--- src/rtl/pipeline_ctrl_if.sv ---
// Hazard/control bundle between the RV32 pipeline datapath and its stall/flush sequencer.
// The datapath side is the master; the sequencer is the slave.
interface pipeline_ctrl_if #(
  parameter int CNT_W = 32
);
  logic [4:0]       id_rs1_addr;
  logic [4:0]       id_rs2_addr;
  logic             id_uses_rs1;
  logic             id_uses_rs2;
  logic [4:0]       ex_rd_addr;
  logic             ex_is_load;
  logic             ex_branch_taken;
  logic             ic_ready;
  logic             dmem_req;
  logic             dmem_ack;
  logic             ex_mem_valid;

  logic             pc_en;
  logic             if_id_en;
  logic             id_ex_en;
  logic             ex_mem_en;
  logic             if_id_flush;
  logic             id_ex_flush;
  logic             mem_wb_valid_in;
  logic             dmem_fault;
  logic [1:0]       state;
  logic [CNT_W-1:0] stall_cycles;

  modport master (
    output id_rs1_addr, id_rs2_addr, id_uses_rs1, id_uses_rs2, ex_rd_addr,
           ex_is_load, ex_branch_taken, ic_ready, dmem_req, dmem_ack, ex_mem_valid,
    input  pc_en, if_id_en, id_ex_en, ex_mem_en, if_id_flush, id_ex_flush,
           mem_wb_valid_in, dmem_fault, state, stall_cycles
  );

  modport slave (
    input  id_rs1_addr, id_rs2_addr, id_uses_rs1, id_uses_rs2, ex_rd_addr,
           ex_is_load, ex_branch_taken, ic_ready, dmem_req, dmem_ack, ex_mem_valid,
    output pc_en, if_id_en, id_ex_en, ex_mem_en, if_id_flush, id_ex_flush,
           mem_wb_valid_in, dmem_fault, state, stall_cycles
  );
endinterface

--- src/rtl/pipeline_ctrl.sv ---
// Stall/flush sequencer for the 5-stage RV32 pipeline: hazard priority, data-memory
// wait FSM with timeout fault, and a saturating stall-cycle counter.
module pipeline_ctrl #(
  parameter int DMEM_TIMEOUT = 64,
  parameter int CNT_W        = 32
) (
  input  logic              clk,
  input  logic              rst,
  pipeline_ctrl_if.slave    bus
);

  typedef enum logic [1:0] {
    RUN      = 2'd0,
    MEM_WAIT = 2'd1,
    FAULT    = 2'd2
  } state_t;

  localparam int WAIT_W = (DMEM_TIMEOUT > 1) ? $clog2(DMEM_TIMEOUT + 1) : 1;
  localparam logic [WAIT_W-1:0] WAIT_LAST =
    WAIT_W'((DMEM_TIMEOUT > 0) ? DMEM_TIMEOUT - 1 : 0);

  function automatic logic [CNT_W-1:0] sat_inc(input logic [CNT_W-1:0] v);
    return (&v) ? v : v + 1'b1;
  endfunction

  state_t            state_q, state_d;
  logic [WAIT_W-1:0] wait_q, wait_d;
  logic [CNT_W-1:0]  stall_q;

  logic mem_stall, load_use;
  logic pc_en, if_id_en, id_ex_en, ex_mem_en, if_id_flush, id_ex_flush;

  assign mem_stall = bus.dmem_req & ~bus.dmem_ack;
  assign load_use  = bus.ex_is_load & (bus.ex_rd_addr != 5'd0) &
                     ((bus.id_uses_rs1 & (bus.id_rs1_addr == bus.ex_rd_addr)) |
                      (bus.id_uses_rs2 & (bus.id_rs2_addr == bus.ex_rd_addr)));

  // Priority: fault, memory freeze, redirect, load-use bubble, fetch miss.
  always_comb begin
    pc_en       = 1'b1;
    if_id_en    = 1'b1;
    id_ex_en    = 1'b1;
    ex_mem_en   = 1'b1;
    if_id_flush = 1'b0;
    id_ex_flush = 1'b0;
    if (state_q == FAULT || mem_stall) begin
      pc_en     = 1'b0;
      if_id_en  = 1'b0;
      id_ex_en  = 1'b0;
      ex_mem_en = 1'b0;
    end else if (bus.ex_branch_taken) begin
      if_id_flush = 1'b1;
      id_ex_flush = 1'b1;
    end else if (load_use) begin
      pc_en       = 1'b0;
      if_id_en    = 1'b0;
      id_ex_flush = 1'b1;
    end else if (!bus.ic_ready) begin
      pc_en       = 1'b0;
      if_id_flush = 1'b1;
    end
  end

  // A timeout of one stalled cycle has no MEM_WAIT phase, so RUN faults directly.
  always_comb begin
    state_d = state_q;
    wait_d  = wait_q;
    case (state_q)
      RUN: begin
        wait_d = '0;
        if (mem_stall) begin
          if (DMEM_TIMEOUT == 1) begin
            state_d = FAULT;
          end else begin
            state_d = MEM_WAIT;
            wait_d  = WAIT_W'(1);
          end
        end
      end
      MEM_WAIT: begin
        if (!mem_stall) begin
          state_d = RUN;
          wait_d  = '0;
        end else if (DMEM_TIMEOUT != 0 && wait_q == WAIT_LAST) begin
          state_d = FAULT;
        end else begin
          wait_d = wait_q + 1'b1;
        end
      end
      FAULT:   state_d = FAULT;
      default: state_d = RUN;
    endcase
  end

  always_ff @(posedge clk or posedge rst) begin
    if (rst) begin
      state_q <= RUN;
      wait_q  <= '0;
      stall_q <= '0;
    end else begin
      state_q <= state_d;
      wait_q  <= wait_d;
      if (!pc_en) stall_q <= sat_inc(stall_q);
    end
  end

  assign bus.pc_en           = pc_en;
  assign bus.if_id_en        = if_id_en;
  assign bus.id_ex_en        = id_ex_en;
  assign bus.ex_mem_en       = ex_mem_en;
  assign bus.if_id_flush     = if_id_flush;
  assign bus.id_ex_flush     = id_ex_flush;
  assign bus.mem_wb_valid_in = (state_q != FAULT) & bus.ex_mem_valid & ~mem_stall;
  assign bus.dmem_fault      = (state_q == FAULT);
  assign bus.state           = state_q;
  assign bus.stall_cycles    = stall_q;

endmodule

--- src/flat_wrapper.sv ---
// flat-port wrapper written by rule: the top's interface ports become plain ports
module pipeline_ctrl_flat 
#(
  parameter int DMEM_TIMEOUT = 64,
  parameter int CNT_W        = 32
)
  (clk, rst, bus_id_rs1_addr, bus_id_rs2_addr, bus_id_uses_rs1, bus_id_uses_rs2, bus_ex_rd_addr, bus_ex_is_load, bus_ex_branch_taken, bus_ic_ready, bus_dmem_req, bus_dmem_ack, bus_ex_mem_valid, bus_pc_en, bus_if_id_en, bus_id_ex_en, bus_ex_mem_en, bus_if_id_flush, bus_id_ex_flush, bus_mem_wb_valid_in, bus_dmem_fault, bus_state, bus_stall_cycles);
  pipeline_ctrl_if #(.CNT_W(CNT_W)) bus_i ();
  input  logic clk;
  input  logic rst;
  input wire logic [$bits(bus_i.id_rs1_addr)-1:0] bus_id_rs1_addr;
  input wire logic [$bits(bus_i.id_rs2_addr)-1:0] bus_id_rs2_addr;
  input wire logic [$bits(bus_i.id_uses_rs1)-1:0] bus_id_uses_rs1;
  input wire logic [$bits(bus_i.id_uses_rs2)-1:0] bus_id_uses_rs2;
  input wire logic [$bits(bus_i.ex_rd_addr)-1:0] bus_ex_rd_addr;
  input wire logic [$bits(bus_i.ex_is_load)-1:0] bus_ex_is_load;
  input wire logic [$bits(bus_i.ex_branch_taken)-1:0] bus_ex_branch_taken;
  input wire logic [$bits(bus_i.ic_ready)-1:0] bus_ic_ready;
  input wire logic [$bits(bus_i.dmem_req)-1:0] bus_dmem_req;
  input wire logic [$bits(bus_i.dmem_ack)-1:0] bus_dmem_ack;
  input wire logic [$bits(bus_i.ex_mem_valid)-1:0] bus_ex_mem_valid;
  output wire logic [$bits(bus_i.pc_en)-1:0] bus_pc_en;
  output wire logic [$bits(bus_i.if_id_en)-1:0] bus_if_id_en;
  output wire logic [$bits(bus_i.id_ex_en)-1:0] bus_id_ex_en;
  output wire logic [$bits(bus_i.ex_mem_en)-1:0] bus_ex_mem_en;
  output wire logic [$bits(bus_i.if_id_flush)-1:0] bus_if_id_flush;
  output wire logic [$bits(bus_i.id_ex_flush)-1:0] bus_id_ex_flush;
  output wire logic [$bits(bus_i.mem_wb_valid_in)-1:0] bus_mem_wb_valid_in;
  output wire logic [$bits(bus_i.dmem_fault)-1:0] bus_dmem_fault;
  output wire logic [$bits(bus_i.state)-1:0] bus_state;
  output wire logic [$bits(bus_i.stall_cycles)-1:0] bus_stall_cycles;
  assign bus_i.id_rs1_addr = bus_id_rs1_addr;
  assign bus_i.id_rs2_addr = bus_id_rs2_addr;
  assign bus_i.id_uses_rs1 = bus_id_uses_rs1;
  assign bus_i.id_uses_rs2 = bus_id_uses_rs2;
  assign bus_i.ex_rd_addr = bus_ex_rd_addr;
  assign bus_i.ex_is_load = bus_ex_is_load;
  assign bus_i.ex_branch_taken = bus_ex_branch_taken;
  assign bus_i.ic_ready = bus_ic_ready;
  assign bus_i.dmem_req = bus_dmem_req;
  assign bus_i.dmem_ack = bus_dmem_ack;
  assign bus_i.ex_mem_valid = bus_ex_mem_valid;
  assign bus_pc_en = bus_i.pc_en;
  assign bus_if_id_en = bus_i.if_id_en;
  assign bus_id_ex_en = bus_i.id_ex_en;
  assign bus_ex_mem_en = bus_i.ex_mem_en;
  assign bus_if_id_flush = bus_i.if_id_flush;
  assign bus_id_ex_flush = bus_i.id_ex_flush;
  assign bus_mem_wb_valid_in = bus_i.mem_wb_valid_in;
  assign bus_dmem_fault = bus_i.dmem_fault;
  assign bus_state = bus_i.state;
  assign bus_stall_cycles = bus_i.stall_cycles;
  pipeline_ctrl #(.DMEM_TIMEOUT(DMEM_TIMEOUT), .CNT_W(CNT_W)) u_core (.clk(clk), .rst(rst), .bus(bus_i));
endmodule
--- config.mk ---
export PLATFORM = sky130hd
export DESIGN_NAME = pipeline_ctrl_flat
export DESIGN_NICKNAME = d
export VERILOG_FILES = /design/src/rtl/pipeline_ctrl_if.sv /design/src/rtl/pipeline_ctrl.sv /design/src/flat_wrapper.sv
export SDC_FILE = /design/constraint.sdc
export NUM_CORES = 1
export LEC_CHECK = 0
export ABC_AREA = 1
export CORE_UTILIZATION = 54
export CTS_CLUSTER_SIZE = 28
export DETAILED_ROUTE_END_ITERATION = 10
export PLACE_DENSITY = 0.93
export RECOVER_POWER = 100
export SYNTH_ARGS = -nofsm -noshare
export SYNTH_HDL_FRONTEND = slang
export SYNTH_SLANG_ARGS = --single-unit
--- constraint.sdc ---
create_clock -name clk -period 4.2 [get_ports clk]
set_clock_uncertainty 0.1 [all_clocks]
set_input_delay 0.84 -clock clk [delete_from_list [all_inputs] [get_ports clk]]
set_output_delay 0.84 -clock clk [all_outputs]
set_load 0.02 [all_outputs]
==> impl_metrics.json <==
{
  "outcome": "finished clean",
  "top_layer_used": "met4",
  "rsz0062_at_grt": "no",
  "path_max_fanout": 5,
  "fin_tns_setup_ns": 0,
  "drive_gt1_share_pct": 3.00,
  "syn_nets": 461,
  "yosysSeqAreaShare_pct": 35.9,
  "htree_levels": 2,
  "cts_setup_buffers": 0,
  "setup_viol": 0,
  "placed_area_um2": 3540,
  "p_sw_share_pct": 20.2,
  "power.switching_mw": 0.167,
  "synth-seq-cells": 41,
  "diodes": 0,
  "postRouteAntennaNets": 0,
  "antenna_found_initial": 0,
  "die-area_um2": 5590,
  "rows": 26,
  "fin_area_um2": 3670,
  "met3_length_um": 267,
  "wirelength_mm": 7.38,
  "grt.total_usage_pct": 28.5,
  "leakagePower_nw": 1.98,
  "wl_met1_mm": 3.28,
  "drc": 0,
  "worstHoldPathType": "flip-flop to flip-flop",
  "seqPwrFrac_pct": 48.0,
  "p_comb_share_pct": 6.3,
  "synth.distinct_cells": 29,
  "grt-ovfl-total": 0,
  "power_density_nw_per_um2": 225,
  "numCtsBuffers": 5,
  "drv_cap": 0,
  "synth_area_um2": 2860,
  "nets": 526,
  "p_int_mw": 0.658,
  "tritoncts": "built",
  "avgRoutedWirePerCell_um": 12.9,
  "cts.clk_slew.worst_paths_ns": 0.07,
  "initial_core_util_pct": 56.0,
  "yosys-top-cells-area": "dfrtp_1 36%, nand2_1 23%, nor2_1 7.3%",
  "cp_data_required_time_ns": 3.26,
  "grt_pass1_wl_mm": 12.1,
  "fmax_mhz": 268,
  "synth_top_area_cell": "dfrtp_1",
  "clockPowerShare_pct": 45.7,
  "tightest_slew_ns": 1.18,
  "cp-start-kind": "input port",
  "via_per_inst": 5.09,
  "arrival_ns": 2.79,
  "area.growth.synth_to_final_pct": 28.2,
  "critical_path_class": "input port to primary output",
  "fin_crit_sh_pct": 88.8,
  "die_height_um": 74.8,
  "grt_pass1_vias": 2688,
  "io_buffers": 66,
  "slew_viol_final": 0,
  "synthesis.yosys.warnings": 0,
  "die_w_um": 74.8,
  "io_pins": 67,
  "finalHoldViolations": 0,
  "root_buffer": "clkbuf_8",
  "drt_first_pass_iters": 4,
  "hold_buffers": 0,
  "vias": 2902,
  "postSynthCellCount": 434,
  "post_cts_resized": 0,
  "core_um2": 5110,
  "routabilityCongestion": 0.959,
  "layout_min_cycle_time_ns": 3.73,
  "peakVddDrop_mv": 0.254,
  "clockBufferDepth": 2,
  "clkSinkCount": 41,
  "synth_top_area_share_pct": 35.9,
  "endpoint_kind": "primary output",
  "hpwl_mm": 5.70,
  "synth.avg_cell_area_um2": 6.59,
  "grt_max_degree": 37,
  "clock_latency_ns": 0.30,
  "wl_met2_mm": 3.75,
  "drt-initial-drc-count": 211,
  "slew_headroom_pct": 21.2
}
metal layers:
layer  track usage [%]  vias up
met4              6.71        0
met1              35.7     1342
met2              50.8       71
met3              5.49        9
met5                 0        -
li1                  -     1480
flip-flops by register name, summed over array words and instances (netlist names):
name                     cells
u_core.bus.stall_cycles     32
u_core.bus.state             2
u_core.wait_q                7
kinds of logic after synthesis:
group	synth area share (%)
xor gates and xnor gates	8.27
buffers and inverters	8.66
AOI/OAI and AO/OA	2.19
adders and majority gates	0.875
and+or+nand+nor	44.1
DFF	35.9
worst max-delay path, cell delays in order:
cell           delay (ns)
dlygate4sd3_1        0.52
inv_1                0.04
nor2_1               0.29
inv_1                0.14
nand2_1              0.10
inv_1                0.08
nand2_1              0.09
a21oi_1              0.04
dlygate4sd3_1        0.65
layout make-up:
type / instances / area, um^2
Multi-Input combinational cell: 338 / 1580
Clock buffer: 5 / 68.8
Fill cell: 437 / 1440
Clock inverter: 3 / 65.1
Tap cell: 70 / 87.6
Inverter: 45 / 169
Sequential cell: 41 / 1030
Timing Repair Buffer: 68 / 672
Yosys cell counts (all sizes together):
library cell and instances:
nand3 43, xor2 20, or2 1, xnor2 7
ha 2, clkbuf 1, and3 2, nand2 173
dfrtp 41, a32o 1, nor2 58, o21ai 6
a21oi 3, buf 9, a21o 1, nand4 7
nand3b 2, nor3 11, inv 45, nor3b 1
path summary, 6_finish.rpt:
| kind | to | depth (start not counted) | start | slack [ns] |
|---|---|---|---|---|
| worst max-delay path | bus_if_id_flush | 9 | bus_dmem_req | 0.47 |
| worst min-delay path | u_core.wait_q[6] | 2 | u_core.wait_q[6] | 0.43 |
| worst max register to register | u_core.bus.stall_cycles[19] | 11 | u_core.bus.stall_cycles[0] | 1.35 |
| worst min register to register | u_core.wait_q[6] | 2 | u_core.wait_q[6] | 0.43 |
| max in group asynchronous | u_core.bus.stall_cycles[20] | 3 | rst | 1.48 |
| min in group asynchronous | u_core.bus.stall_cycles[24] | 2 | rst | 0.99 |
stage by stage:
| stage | hold WS [ns] | setup slack [ns] | util (%) | total power, mW | std cells |
|---|---|---|---|---|---|
| 3_5_place_dp | 0.413 | 0.565 | 69.4 | 0.457 | 562 |
| 4_1_cts | 0.424 | 0.550 | 72.0 | 0.827 | 570 |
| 6_report | 0.429 | 0.471 | 71.8 | 0.825 | 570 |
| 3_3_place_gp | 0.403 | 0.640 | 69.4 | 0.455 | 562 |
| 2_1_floorplan | 0.378 | 1.41 | - | 0.426 | 434 |
| 5_1_grt | 0.434 | 0.264 | 71.8 | 0.848 | 570 |
power by group through the flow:
stage	Clock [mW]	Combinational (mW)	Sequential, mW
2_1_floorplan	0	0.0221	0.404
3_3_place_gp	0	0.0511	0.404
3_5_place_dp	0	0.0530	0.404
4_1_cts	0.378	0.0532	0.396
5_1_grt	0.394	0.0587	0.396
6_report	0.377	0.0520	0.396
cell usage in the layout (no fill, tap or decap), drive strengths merged:
cell type / n
buf: 1
nor3: 11
a32o: 1
nor2: 58
nor3b: 1
xnor2: 7
nand4: 7
nand3b: 2
or2: 1
clkdlybuf4s50: 23
bufinv: 2
a21o: 1
inv: 45
clkinv: 1
clkbuf: 6
ha: 2
o21ai: 6
dlygate4sd3: 43
dfrtp: 41
nand2: 173
xor2: 20
nand3: 43
a21oi: 3
and3: 2
Note: power is estimated with default switching activity, not from simulation.
